**src/rtl/mem_stage_unit_pkg.sv**
```systemverilog
// Shared types and constants for the memory-stage controller.
package mem_stage_pkg;

  localparam int DATA_W      = 32;
  localparam int REG_W       = 5;
  localparam int LUI_SHIFT   = 16;
  localparam int TIMEOUT_DEF = 15;

  typedef enum logic {
    IDLE = 1'b0,
    WAIT = 1'b1
  } state_t;

endpackage

```
**src/rtl/mem_stage_unit_if.sv**
```systemverilog
// Data-memory req/ack bus between the memory stage (master) and the memory (slave).
interface mem_stage_unit_if;
  import mem_stage_pkg::*;

  logic              req;
  logic              we;
  logic [DATA_W-1:0] addr;
  logic [DATA_W-1:0] wdata;
  logic              ack;
  logic [DATA_W-1:0] rdata;

  modport master (
    output req, we, addr, wdata,
    input  ack, rdata
  );

  modport slave (
    input  req, we, addr, wdata,
    output ack, rdata
  );

endinterface

```
**src/rtl/mem_stage_unit_timeout_ctr.sv**
```systemverilog
// Clear/enable cycle counter that flags the last permitted WAIT cycle.
module mem_timeout_ctr #(
  parameter int TIMEOUT = 15
) (
  input  logic clk,
  input  logic rst,
  input  logic clr,
  input  logic en,
  output logic expired
);

  localparam int CNT_W = (TIMEOUT > 1) ? $clog2(TIMEOUT) : 1;
  localparam logic [CNT_W-1:0] LAST = CNT_W'(TIMEOUT - 1);

  logic [CNT_W-1:0] cnt;

  // Count WAIT cycles without an ack; clear takes priority over enable.
  always_ff @(posedge clk or posedge rst) begin
    if (rst) begin
      cnt <= '0;
    end else if (clr) begin
      cnt <= '0;
    end else if (en) begin
      cnt <= cnt + CNT_W'(1);
    end
  end

  assign expired = (cnt == LAST);

endmodule

```
**src/rtl/mem_stage_unit.sv**
```systemverilog
// Memory-stage controller: issues loads/stores over a req/ack bus, stalls the
// front of the pipeline while an access is outstanding, and registers the
// MEM/WB write-back fields.
module mem_stage_unit
  import mem_stage_pkg::*;
#(
  parameter int TIMEOUT = TIMEOUT_DEF
) (
  input  logic              clk,
  input  logic              rst,
  input  logic              reg_write_m,
  input  logic              mem_to_reg_m,
  input  logic              mem_write_m,
  input  logic [DATA_W-1:0] alu_result_m,
  input  logic [DATA_W-1:0] write_data_m,
  input  logic [REG_W-1:0]  write_reg_m,
  input  logic              upper_m,
  mem_stage_unit_if.master  dmem,
  output logic              stall_m,
  output logic              reg_write_w,
  output logic [REG_W-1:0]  write_reg_w,
  output logic [DATA_W-1:0] result_w,
  output logic              bus_err
);

  state_t state;
  logic   mem_op;
  logic   misaligned;
  logic   expired;
  logic   ctr_clr;
  logic   ctr_en;

  // Non-memory write-back value: LUI-type results take the upper immediate.
  function automatic logic [DATA_W-1:0] alu_wb(input logic [DATA_W-1:0] v,
                                                input logic              up);
    return up ? (v << LUI_SHIFT) : v;
  endfunction

  assign mem_op     = mem_to_reg_m | mem_write_m;
  assign misaligned = |alu_result_m[1:0];

  // Stall while an aligned access is being launched or is still outstanding;
  // an ack or the final timeout cycle releases the pipeline.
  always_comb begin
    stall_m = 1'b0;
    if (!rst) begin
      case (state)
        IDLE:    stall_m = mem_op & ~misaligned;
        WAIT:    stall_m = ~dmem.ack & ~expired;
        default: stall_m = 1'b0;
      endcase
    end
  end

  // Counter is held at zero outside WAIT so every access starts from a clean count.
  assign ctr_clr = (state == IDLE);
  assign ctr_en  = (state == WAIT) & ~dmem.ack;

  mem_timeout_ctr #(
    .TIMEOUT (TIMEOUT)
  ) u_timeout_ctr (
    .clk     (clk),
    .rst     (rst),
    .clr     (ctr_clr),
    .en      (ctr_en),
    .expired (expired)
  );

  // Access FSM with registered bus and write-back outputs.
  always_ff @(posedge clk or posedge rst) begin
    if (rst) begin
      state       <= IDLE;
      dmem.req    <= 1'b0;
      dmem.we     <= 1'b0;
      dmem.addr   <= '0;
      dmem.wdata  <= '0;
      reg_write_w <= 1'b0;
      write_reg_w <= '0;
      result_w    <= '0;
      bus_err     <= 1'b0;
    end else begin
      bus_err <= 1'b0;
      case (state)
        IDLE: begin
          if (!mem_op) begin
            reg_write_w <= reg_write_m;
            write_reg_w <= write_reg_m;
            result_w    <= alu_wb(alu_result_m, upper_m);
          end else if (misaligned) begin
            bus_err     <= 1'b1;
            reg_write_w <= 1'b0;
          end else begin
            dmem.req    <= 1'b1;
            dmem.we     <= mem_write_m;
            dmem.addr   <= alu_result_m;
            dmem.wdata  <= write_data_m;
            reg_write_w <= 1'b0;
            state       <= WAIT;
          end
        end
        WAIT: begin
          // An ack on the last permitted cycle still completes the access.
          if (dmem.ack) begin
            dmem.req    <= 1'b0;
            reg_write_w <= reg_write_m;
            write_reg_w <= write_reg_m;
            result_w    <= mem_to_reg_m ? dmem.rdata : alu_result_m;
            state       <= IDLE;
          end else if (expired) begin
            dmem.req    <= 1'b0;
            bus_err     <= 1'b1;
            reg_write_w <= 1'b0;
            state       <= IDLE;
          end
        end
        default: state <= IDLE;
      endcase
    end
  end

endmodule

```
**src/flat_wrapper.sv**
```systemverilog
// flat-port wrapper written by rule: the top's interface ports become plain ports
module mem_stage_unit_flat import mem_stage_pkg::*;
#(
  parameter int TIMEOUT = TIMEOUT_DEF
)
  (clk, rst, reg_write_m, mem_to_reg_m, mem_write_m, alu_result_m, write_data_m, write_reg_m, upper_m, stall_m, reg_write_w, write_reg_w, result_w, bus_err, dmem_req, dmem_we, dmem_addr, dmem_wdata, dmem_ack, dmem_rdata);
  mem_stage_unit_if dmem_i ();
  input  logic clk;
  input  logic rst;
  input  logic reg_write_m;
  input  logic mem_to_reg_m;
  input  logic mem_write_m;
  input  logic [DATA_W-1:0] alu_result_m;
  input  logic [DATA_W-1:0] write_data_m;
  input  logic [REG_W-1:0] write_reg_m;
  input  logic upper_m;
  output logic stall_m;
  output logic reg_write_w;
  output logic [REG_W-1:0] write_reg_w;
  output logic [DATA_W-1:0] result_w;
  output logic bus_err;
  output wire logic [$bits(dmem_i.req)-1:0] dmem_req;
  output wire logic [$bits(dmem_i.we)-1:0] dmem_we;
  output wire logic [$bits(dmem_i.addr)-1:0] dmem_addr;
  output wire logic [$bits(dmem_i.wdata)-1:0] dmem_wdata;
  input wire logic [$bits(dmem_i.ack)-1:0] dmem_ack;
  input wire logic [$bits(dmem_i.rdata)-1:0] dmem_rdata;
  assign dmem_req = dmem_i.req;
  assign dmem_we = dmem_i.we;
  assign dmem_addr = dmem_i.addr;
  assign dmem_wdata = dmem_i.wdata;
  assign dmem_i.ack = dmem_ack;
  assign dmem_i.rdata = dmem_rdata;
  mem_stage_unit #(.TIMEOUT(TIMEOUT)) u_core (.clk(clk), .rst(rst), .reg_write_m(reg_write_m), .mem_to_reg_m(mem_to_reg_m), .mem_write_m(mem_write_m), .alu_result_m(alu_result_m), .write_data_m(write_data_m), .write_reg_m(write_reg_m), .upper_m(upper_m), .dmem(dmem_i), .stall_m(stall_m), .reg_write_w(reg_write_w), .write_reg_w(write_reg_w), .result_w(result_w), .bus_err(bus_err));
endmodule
```
**config.mk**
```make
export PLATFORM = sky130hd
export DESIGN_NAME = mem_stage_unit_flat
export DESIGN_NICKNAME = d
export VERILOG_FILES = /design/src/rtl/mem_stage_unit_pkg.sv /design/src/rtl/mem_stage_unit_if.sv /design/src/rtl/mem_stage_unit_timeout_ctr.sv /design/src/rtl/mem_stage_unit.sv /design/src/flat_wrapper.sv
export SDC_FILE = /design/constraint.sdc
export NUM_CORES = 1
export LEC_CHECK = 0
export BUFFER_PORTS_ARGS = -buffer_cell sky130_fd_sc_hd__buf_2
export CAP_MARGIN = 20
export CORE_ASPECT_RATIO = 0.9
export CORE_MARGIN = 2
export CORE_UTILIZATION = 25
export DETAILED_ROUTE_END_ITERATION = 12
export PLACE_DENSITY = 0.55
export SLEW_MARGIN = 20
export SYNTH_ARGS = -nofsm -noshare
export SYNTH_HDL_FRONTEND = slang
export SYNTH_SLANG_ARGS = --single-unit
```
**constraint.sdc**
```tcl
create_clock -name clk -period 5.2 [get_ports clk]
set_input_delay 1.04 -clock clk [delete_from_list [all_inputs] [get_ports clk]]
set_output_delay 1.04 -clock clk [all_outputs]
set_load 0.01 [all_outputs]
```
==> summary.md <==
| Metric | Value |
|---|---|
| Tot Pwr | 2.57 mW |
| Post-Synthesis Cells | 351 |
| WL/cell | 16.9 um |
| Area contributors post-synth | dfrtp_1 (54%), mux2_2 (22%), mux2i_1 (7.5%) |
| Startpoint Class | input pin |
| Largest net degree at the start of global routing | 68 |
| Placed insts | 801 |
| PostCTS Resize Cnt | 0 |
| I/O pin cnt | about 210 |
| Maximum root-to-sink buffer count | 2 |
| Post-route design area | 6660 um^2 |
| CP dominant cell by count | buf_2 |
| Crit-path slowest cell | or4_4 |
| Number of hold violations in the final report | 0 |
| Worst Tran Pin Value | slightly above 1000 ps |
| Fin crit share | 0.592 |
| Global-route wire length before repair | ~22000 um |
| Most frequent cells in the layout | buf_2 (213), dfrtp_1 (109), mux2_2 (100) |
| F_max | 0.325 GHz |
| Worst path max stage delay | ~420 ps |
| Drt initial violations | 77 |
| Final WL | 13800 um |
| Clock Sink Count | between 100 and 150 |
| Die area | 21400 um^2 |
| Htree depth | 3 |
| Vias in the first global route | 4022 |
| Top FF cell, synth | dfrtp_1 |
| Simple-Gate Fraction of Synth Area | 0.0294 |
| TritonCTS Buffers | 9 |
| Adder-cell area share of the yosys netlist | 0.00495 |
| # port buffers | 213 |
| Area leader, netlist | dfrtp_1 |
| Routed via count | 3680 |
| CTS tree | done |
| Flop pwr share | 0.455 |
| Fin nets | 667 |
| CP Data Arrival Time | 2040 ps |
| Period minus WS final | between 3000 and 4000 ps |
| Post-synthesis sequential area ratio | 0.544 |
| Clock power frac | 0.258 |
| Setup TNS Final | 0 ps |
| Die W | 154 um |
| Mean number of vias per cell | 4.50 |
| GPL Wtd Cong | 0.743 |
| Util after Layout | 0.334 |
| Slew headroom | 0.319 |
| Final setup fails | 0 |
| Synth Cell Area | 5060 um^2 |
| Layout cells sized above 1 | 0.630 |
| DRT Pass-1 Iters | 4 |
| Pre-CTS setup slack | about 2100 ps |
| XOR/XNOR Fraction of Synth Area | 0.00519 |
| Fin worst setup slack | around 2100 ps |
| Worst Setup Path Type | in2out |
| NetSw | 0.769 mW |
| Crit. End Element | output port |
| Worst Path Required | approximately 4200 ps |
| Root Driver | clkbuf_16 |
| Area after DPL | 6380 um^2 |
| Largest family of logic cells by synthesized area | multiplexers |
| Post-DP HPWL | 10100 um |
| Maximum vdd drop | 0.157 mV |
| Post-synth top area share | 0.544 |
| Area Overhead vs Synth | 31.7% |
| Worst-path clk slew | 70 ps |
| Crit-path cells | buf_2 -> nor2_1 -> or4_4 -> a21oi_1 -> buf_2 |
| Compound-cell area share of the yosys netlist | 0.0428 |
| Number of flops mapped to enable cells by yosys | 0 |
| Routed Antenna Nets | 0 |
| Clk_skew | between 5 and 6 ps |
| Library cells used by synthesis | 29 |
| CP max FO | 7 |
| Yosys warning count | 0 |
| Pwr dens | 386 nW/um^2 |
| Leakage | 3.32 nW |
| Initial Utilization | 0.254 |
| Initial antenna violation count | 0 |
| Fraction of registers with async set/reset | 1.00 |
| #FFs+latches synth | 110 |
| Hold Slack | 493 ps |
| Status | complete, no violations |
| Fillers | roughly 2000 |
| Max-Cap Viols | 0 |
| Setup bufs post-CTS | 0 |
| Non-Filler Instances | just over 800 |
| Core area | 19900 um^2 |
| Switching portion of total power | 0.299 |
| Core Rows | 49 |
| Hold Buf Count CTS | 0 |
| Delay-heaviest family, CP | simple AND/OR/NAND/NOR gates |
| Int Power | 1.80 mW |
| Gr ovfl total | 0 |
| CP bufs+invs | 2 |
| Hold WC Path Type | reg2reg |
| Commonest non-fill, non-tap cell in the layout | buf_2 |
| Post-route DRC | 0 |
| Unrepaired setup endpoints after global routing | no |
| Die height | 139 um |
| Total GRT Usage | 0.130 |
| Insertion delay to the later sink of the worst-skew pair | 350 ps |
| Syn Nets | 461 |
| Multiplexer share of the synthesized area | 0.342 |
| Slew Viols, Final | 0 |
| Avg Cell Area, Syn | 14.4 um^2 |
| Combinational share of power | 0.286 |
| Antenna diodes | 0 |
## state kept, by name (all words and copies together), names as in the netlist
| register | cells |
|---|---|
| u_core.dmem.we | 1 |
| u_core.reg_write_w | 1 |
| u_core.dmem.addr | 32 |
| u_core.write_reg_w | 5 |
| u_core.dmem.req | 1 |
| u_core.state | 1 |
| u_core.bus_err | 1 |
| u_core.result_w | 32 |
| u_core.dmem.wdata | 32 |
| u_core.u_timeout_ctr.cnt | 4 |
## power by group through the flow
| stage | logic (mW) | clock network, mW | registers, mW |
|---|---|---|---|
| after floorplan | 0.323 | 0 | 1.27 |
| after global placement | 0.735 | 0 | 1.17 |
| after detailed placement | 0.750 | 0 | 1.19 |
| after CTS | 0.750 | 0.697 | 1.17 |
| after global routing | 0.799 | 0.728 | 1.20 |
| final | 0.736 | 0.664 | 1.17 |
## cell usage after synthesis, drive strengths merged, types with 3 or more instances
master  number
mux2       115
a21oi        4
buf         20
dfrtp      110
xnor2        3
inv          5
a221o        4
nor2         3
and2         6
and3         4
clkbuf       5
nand2        3
mux2i       38
a22o        15
## cells by family after synthesis
kind of cell | count (synthesis)
adder cells (fa/ha/maj) | 2
flip-flops | 110
AND/OR/NAND/NOR | 26
XOR/XNOR | 3
multiplexers | 153
buffers and inverters | 30
AO/OA/AOI/OAI | 27
## worst paths after layout
check                                    startpoint                     endpoint  slack, ps  cells past startpoint
worst max-delay path                   mem_to_reg_m                      stall_m       2120                      5
worst min-delay path            u_core.dmem.addr[0]          u_core.dmem.addr[0]        490                      1
worst max register to register         u_core.state          u_core.result_w[14]       2770                      4
worst min register to register  u_core.dmem.addr[0]          u_core.dmem.addr[0]        490                      1
max in group asynchronous                       rst          u_core.result_w[10]       3510                      3
min in group asynchronous                       rst  u_core.u_timeout_ctr.cnt[2]        760                      2
## per-layer routing
| metal | vias up | wire length, um | global-route usage |
|---|---|---|---|
| li1 | 1677 | - | - |
| met1 | 1848 | 5970 | 0.160 |
| met2 | 141 | 6790 | 0.223 |
| met3 | 14 | 834 | 0.0356 |
| met4 | 0 | 205 | 0.0389 |
| met5 | - | 0 | 0 |
## final cells by class
type / instances / area (um^2) / area share
clock buffers: 12 / 256 / 0.0385
clock inverters: 4 / 31.3 / 0.00469
inverters: 5 / 21.3 / 0.00319
multi-input cells: 211 / 2160 / 0.325
flip-flops and latches: 110 / 2750 / 0.413
well taps: 255 / 319 / 0.0479
repair buffers: 220 / 1120 / 0.168
## worst reg2reg max path, stage by stage, from the launching register on
cell	delay (ps)
dfrtp_2	730
nor3_1	190
a21oi_4	610
buf_4	410
mux2_2	380
Power figures use the tool's default switching activity.
